`config.mk`:
```
export PLATFORM = sky130hd
export DESIGN_NAME = ctrl_hazard_pipe
export DESIGN_NICKNAME = d
export VERILOG_FILES = /design/src/rtl/ctrl_hazard_pipe.sv
export SDC_FILE = /design/constraint.sdc
export NUM_CORES = 1
export LEC_CHECK = 0
export CAP_MARGIN = 40
export CORE_ASPECT_RATIO = 0.9
export CORE_MARGIN = 5
export CORE_UTILIZATION = 45
export CTS_CLUSTER_SIZE = 25
export DETAILED_ROUTE_END_ITERATION = 16
export PLACE_DENSITY_LB_ADDON = 0.15
export REMOVE_ABC_BUFFERS = 1
export SETUP_SLACK_MARGIN = 0.3
export SLEW_MARGIN = 15
export SYNTH_ARGS = -nofsm -noshare
export SYNTH_HDL_FRONTEND = slang
export SYNTH_SLANG_ARGS = --single-unit
```
`constraint.sdc`:
```
create_clock -name clk -period 2.06 [get_ports clk]
set_input_delay 0.412 -clock clk [delete_from_list [all_inputs] [get_ports clk]]
set_output_delay 0.412 -clock clk [all_outputs]
set_load 0.05 [all_outputs]
```
`src/rtl/ctrl_hazard_pipe.sv`:
```
// ---------------------------------------------------------------------------
// ctrl_hazard_pipe
//   Carries LEGv8 decoder control bits from ID through the ID/EX, EX/MEM and
//   MEM/WB pipeline registers. It also:
//     - detects load-use hazards and requests a stall, inserting a bubble;
//     - squashes the ID and EX instructions when MEM resolves a taken branch;
//     - keeps saturating stall and flush event counters for debug.
//
// Ports
//   clk, reset            rising-edge clock, synchronous active-high reset
//   id_valid              IF/ID holds a real instruction
//   id_ctrl[8:0]          {Reg2Loc,ALUSrc,MemtoReg,RegWrite,MemRead,MemWrite,
//                          Branch,ALUOp[1:0]}
//   id_rn, id_rs2, id_rd  source and destination register indices in ID
//   mem_branch_taken      Branch & Zero, evaluated in MEM this cycle
//   stall, flush          hazard controls (combinational)
//   ex_alusrc, ex_aluop   ID/EX control
//   mem_memread, mem_memwrite, mem_branch   EX/MEM control
//   wb_memtoreg, wb_regwrite                MEM/WB control
//   ex_rd, mem_rd, wb_rd  destination index per stage (XZR when empty)
//   stall_cnt, flush_cnt  saturating event counters
// ---------------------------------------------------------------------------
module ctrl_hazard_pipe #(
  parameter int REG_W = 5,
  parameter int CNT_W = 16
) (
  input  logic             clk,
  input  logic             reset,
  input  logic             id_valid,
  input  logic [8:0]       id_ctrl,
  input  logic [REG_W-1:0] id_rn,
  input  logic [REG_W-1:0] id_rs2,
  input  logic [REG_W-1:0] id_rd,
  input  logic             mem_branch_taken,
  output logic             stall,
  output logic             flush,
  output logic             ex_alusrc,
  output logic [1:0]       ex_aluop,
  output logic             mem_memread,
  output logic             mem_memwrite,
  output logic             mem_branch,
  output logic             wb_memtoreg,
  output logic             wb_regwrite,
  output logic [REG_W-1:0] ex_rd,
  output logic [REG_W-1:0] mem_rd,
  output logic [REG_W-1:0] wb_rd,
  output logic [CNT_W-1:0] stall_cnt,
  output logic [CNT_W-1:0] flush_cnt
);

  localparam logic [REG_W-1:0] XZR     = '1;
  localparam logic [CNT_W-1:0] CNT_MAX = '1;

  // ID/EX control layout:  [7] ALUSrc [6] MemtoReg [5] RegWrite [4] MemRead
  //                        [3] MemWrite [2] Branch [1:0] ALUOp
  // EX/MEM control layout: [4] MemtoReg [3] RegWrite [2] MemRead [1] MemWrite
  //                        [0] Branch
  // MEM/WB control layout: [1] MemtoReg [0] RegWrite
  logic             r_vld_p0, r_vld_p1, r_vld_p2;
  logic [7:0]       r_ctrl_p0;
  logic [4:0]       r_ctrl_p1;
  logic [1:0]       r_ctrl_p2;
  logic [REG_W-1:0] r_rd_p0, r_rd_p1, r_rd_p2;
  logic [CNT_W-1:0] r_stall_cnt, r_flush_cnt;
  logic             r_rst_q;

  logic w_uses_rn, w_uses_rs2, w_haz, w_quiet;

  function automatic logic [CNT_W-1:0] sat_inc(input logic [CNT_W-1:0] cnt,
                                               input logic             ev);
    if (ev && cnt != CNT_MAX) return cnt + 1'b1;
    return cnt;
  endfunction

  // CBZ (ALUOp=01) does not read Rn; Rt is read by stores/CBZ via Reg2Loc,
  // Rm by R-type (ALUOp=10).
  assign w_uses_rn  = id_valid & (id_ctrl[1:0] != 2'b01);
  assign w_uses_rs2 = id_valid & (id_ctrl[8] | (id_ctrl[1:0] == 2'b10));

  assign w_haz = r_vld_p0 & r_ctrl_p0[4] & (r_rd_p0 != XZR)
               & ((w_uses_rn  & (r_rd_p0 == id_rn))
                | (w_uses_rs2 & (r_rd_p0 == id_rs2)));

  // Hazard controls are held low in the reset cycle and the one after it,
  // so a stale branch-taken from the datapath cannot squash fresh fetches.
  assign w_quiet = reset | r_rst_q;
  assign flush   = mem_branch_taken & ~w_quiet;
  assign stall   = w_haz & ~flush & ~w_quiet;

  always_ff @(posedge clk) begin
    r_rst_q <= reset;
    if (reset) begin
      r_vld_p0    <= 1'b0;
      r_vld_p1    <= 1'b0;
      r_vld_p2    <= 1'b0;
      r_ctrl_p0   <= '0;
      r_ctrl_p1   <= '0;
      r_ctrl_p2   <= '0;
      r_rd_p0     <= XZR;
      r_rd_p1     <= XZR;
      r_rd_p2     <= XZR;
      r_stall_cnt <= '0;
      r_flush_cnt <= '0;
    end else begin
      r_stall_cnt <= sat_inc(r_stall_cnt, stall);
      r_flush_cnt <= sat_inc(r_flush_cnt, flush);

      // MEM/WB always takes EX/MEM, so a taken branch itself still retires
      r_vld_p2  <= r_vld_p1;
      r_ctrl_p2 <= r_ctrl_p1[4:3];
      r_rd_p2   <= r_rd_p1;

      if (flush) begin
        // EX/MEM: squash the instruction that was in EX
        r_vld_p1  <= 1'b0;
        r_ctrl_p1 <= '0;
        r_rd_p1   <= XZR;
        // ID/EX: squash the instruction that was in ID
        r_vld_p0  <= 1'b0;
        r_ctrl_p0 <= '0;
        r_rd_p0   <= XZR;
      end else begin
        // EX/MEM
        r_vld_p1  <= r_vld_p0;
        r_ctrl_p1 <= r_ctrl_p0[6:2];
        r_rd_p1   <= r_rd_p0;
        // ID/EX: bubble on stall or empty ID slot
        if (stall || !id_valid) begin
          r_vld_p0  <= 1'b0;
          r_ctrl_p0 <= '0;
          r_rd_p0   <= XZR;
        end else begin
          r_vld_p0  <= 1'b1;
          r_ctrl_p0 <= id_ctrl[7:0];
          r_rd_p0   <= id_rd;
        end
      end
    end
  end

  assign ex_alusrc    = r_vld_p0 & r_ctrl_p0[7];
  assign ex_aluop     = r_vld_p0 ? r_ctrl_p0[1:0] : 2'b00;
  assign mem_memread  = r_vld_p1 & r_ctrl_p1[2];
  assign mem_memwrite = r_vld_p1 & r_ctrl_p1[1];
  assign mem_branch   = r_vld_p1 & r_ctrl_p1[0];
  assign wb_memtoreg  = r_vld_p2 & r_ctrl_p2[1];
  assign wb_regwrite  = r_vld_p2 & r_ctrl_p2[0];
  assign ex_rd        = r_rd_p0;
  assign mem_rd       = r_rd_p1;
  assign wb_rd        = r_rd_p2;
  assign stall_cnt    = r_stall_cnt;
  assign flush_cnt    = r_flush_cnt;

endmodule

```
==> impl_metrics.py <==
metrics = {
    "routing": {
        "wl_met2_mm": 3.855,
        "wirelength_mm": 7.869,
        "route.met3.wl_um": 650,
        "top_layer_used": "met4",
        "wl_met1_mm": 3.265,
        "drt_iter0_markers": 106,
        "wl_per_cell_um": 15.31,
        "postRouteAntennaNets": 0,
        "via_per_inst": 5.358,
        "vias": 2754,
        "drc": 0,
        "drt_pass1_iterations": 4,
    },
    "die": {
        "fp.dieW_um": 93.23,
        "start_util": 0.4613,
        "num_io_pins": 85,
        "die_h_um": 84.90,
        "num_rows": 27,
        "core_mm2": 0.006081,
        "dieArea_mm2": 0.007915,
    },
    "finish": {
        "layout.cells.non_filler": 514,
        "finalNetCount": 467,
        "n_antenna_cell": 0,
        "syn2layout_area_growth_pct": 59.77,
        "drive_gt1_frac": 0.3303,
    },
    "cts": {
        "cts_hold_buf": 0,
        "cts_tree": "yes",
        "cts_buffer_depth": 2,
        "root_buffer": "clkbuf_8",
        "htreeDepth": 3,
        "clock_sinks": 66,
        "clkTransAtPathRegs_ns": 0.07,
        "clkLatencyLatePin_ns": 0.34,
        "numCtsBuffers": 9,
    },
    "run": {
        "maxCapViolations": 0,
    },
    "sta": {
        "fmax_ghz": 0.4937,
        "final-max-slew-violation-count": 0,
        "hold_viol": 0,
        "finClkSkew_ns": 0.009358,
        "fin_crit_ns": 2.025,
        "rsz0062_at_grt": "yes",
        "worst_slew_pin_slew_ns": 0.5251,
        "setup_viol": 0,
        "maxSlewHeadroom": 0.6513,
        "timing.final.ws_setup_ns": 0.03457,
        "fin_crit_sh": 0.9832,
    },
    "worst_setup_path": {
        "r2r-start": "ex_rd[0]",
        "crit_path_max_incr_delay_ns": 0.39,
        "crit_start": "ex_rd[0]",
        "cp.arrival_ns": 1.61,
        "crit_slowest_cell": "dfxtp_4",
        "crit_chain": "xnor2_2 -> nand4_1 -> buf_4 -> o22ai_4 -> and2_4 -> buf_12",
        "start_kind": "flip-flop",
        "critPathTopFamily": "flip-flops",
        "critical_path.max_fanout": 4,
        "end_kind": "output pin",
        "cp_data_required_time_ns": 1.65,
        "path_class": "reg -> out",
        "path_buf_inv": 2,
    },
    "power_and_ir_drop": {
        "swShare": 0.2223,
        "seq_power_share": 0.479,
        "pwr-share-clk": 0.434,
        "p_leak_uw": 0.001823,
        "internal_power_uw": 2123,
        "p_per_area_mw_per_mm2": 609.0,
        "p_sw_uw": 606.8,
        "peakVddDrop_uv": 403.7,
        "combinationalPowerShare": 0.087,
    },
    "global_routing": {
        "grt-ovfl-total": 0,
        "grt_pass1_vias": 2785,
        "grt_max_degree": 24,
        "grt_usage": 0.2004,
        "antenna_found_initial": 0,
        "grt_pass1_wl_mm": 12.85,
    },
    "min_path": {
        "hold_class": "reg -> reg",
        "hold_start": "mem_rd[4]",
    },
    "synthesis": {
        "ys_seq_area_frac": 0.4710,
        "yosys.area.top_type": "dfxtp_1",
        "synth.distinct_cells": 46,
        "syn_avg_cell_area_um2": 9.258,
        "synth_top_area_frac": 0.4710,
        "synth_edf_count": 0,
        "ys_async_sr_fraction": 0,
        "synthFlopType": "dfxtp_1",
        "synth_cells": 303,
        "ys_ff_latch": 66,
        "ys_top_cells_by_area": "dfxtp_1, xnor2_1, and2_1, a21oi_1, or4_1",
        "synth_area_mm2": 0.002805,
        "synthMostInstantiatedCell": "dfxtp_1",
        "synth_common_cells": "dfxtp_1, and2_1, nor2_1, xnor2_1, a21oi_1",
        "synth_warnings": 0,
    },
    "placement": {
        "hpwl_mm": 5.226,
        "pre_cts_slack_ns": -0.3349,
        "gp_congestion": 0.8677,
        "placed_cells": 478,
        "portBuffers": 84,
    },
    "status": {
        "outcome": "finished clean",
    },
}
through the flow:
stage                     power [uW]  hold slack [ns]    util  area (um^2)  setup TNS [ns]
final                           2729           0.4314  0.7370         4482               0
after global placement          1547           0.4079  0.6440         3916          -7.054
after CTS                       2736           0.4309  0.7117         4328               0
after global routing            2832           0.4517  0.7370         4482        -0.07966
after detailed placement        1552           0.4170  0.6440         3916          -8.250
after floorplan                 1422           0.4057       -         2730          -1.628
power by group through the flow:
stage / registers, uW / logic (uW) / clock network [uW]
2_1_floorplan: 1360 / 59.5 / 0
3_3_place_gp: 1340 / 210 / 0
3_5_place_dp: 1340 / 214 / 0
4_1_cts: 1310 / 225 / 1210
5_1_grt: 1310 / 255 / 1270
6_report: 1310 / 239 / 1180
layer usage:
metal / vias up / GRT usage
met5: - / 0
met4: 0 / 0.05726
met3: 10 / 0.07713
met2: 111 / 0.3351
met1: 1282 / 0.2388
li1: 1351 / -
placed cells by master, fill, tap and decap left out, types with 8 or more instances in the layout:
master            n
buf_4            52
o31ai_1           9
clkbuf_8         10
nand2b_1         10
and2_1           22
xnor2_1          11
nand4_1          12
clkbuf_2          9
inv_1             8
nand2_1          13
nor2_1           18
a21oi_1          16
nand3_1          12
clkdlybuf4s50_1  12
or4_1            10
buf_6             8
dlygate4sd2_1    39
dfxtp_1          55
clkdlybuf4s15_1  10
registers in the layout, summed over array words and instances (netlist names), 2 cells and up:
signal and count:
flush_cnt 16, stall_cnt 16, r_ctrl_p0 8, ex_rd 5, mem_rd 5, r_ctrl_p1 5, wb_rd 5, r_ctrl_p2 2
worst paths after layout:
path                       end  slack [ns]  cells after the start
setup / recovery         stall        0.03                      6
hold / removal        wb_rd[4]        0.43                      1
setup reg to reg  stall_cnt[6]        0.10                      7
hold reg to reg       wb_rd[4]        0.43                      1
kinds of logic after synthesis:
kind of cell	count (synthesis)	synth area share
muxes	3	0.01115
AOI/OAI and AO/OA	46	0.1106
xor gates and xnor gates	22	0.06869
buffers and inverters	24	0.03880
DFF	66	0.4710
and+or+nand+nor	140	0.2908
adders and majority gates	2	0.008919
layout make-up:
cell class              instances  area [um^2]
multi-input cells             214         1618
repair buffers                137         1171
flip-flops and latches         66         1348
clock buffers                  11        141.4
fillers                       450         1599
clock inverters                 5        77.57
well taps                      72        90.09
inverters                       9        36.28
repair_timing:
item                                   in CTS  in global routing
endpoints found under the hold margin       0                  0
gates resized for setup                   118                 52
gates cloned                                2                  0
setup endpoints to repair                  88                 46
buffers inserted                           12                  6
pin swaps                                  35                  8
(Power assumes the default switching activity.)
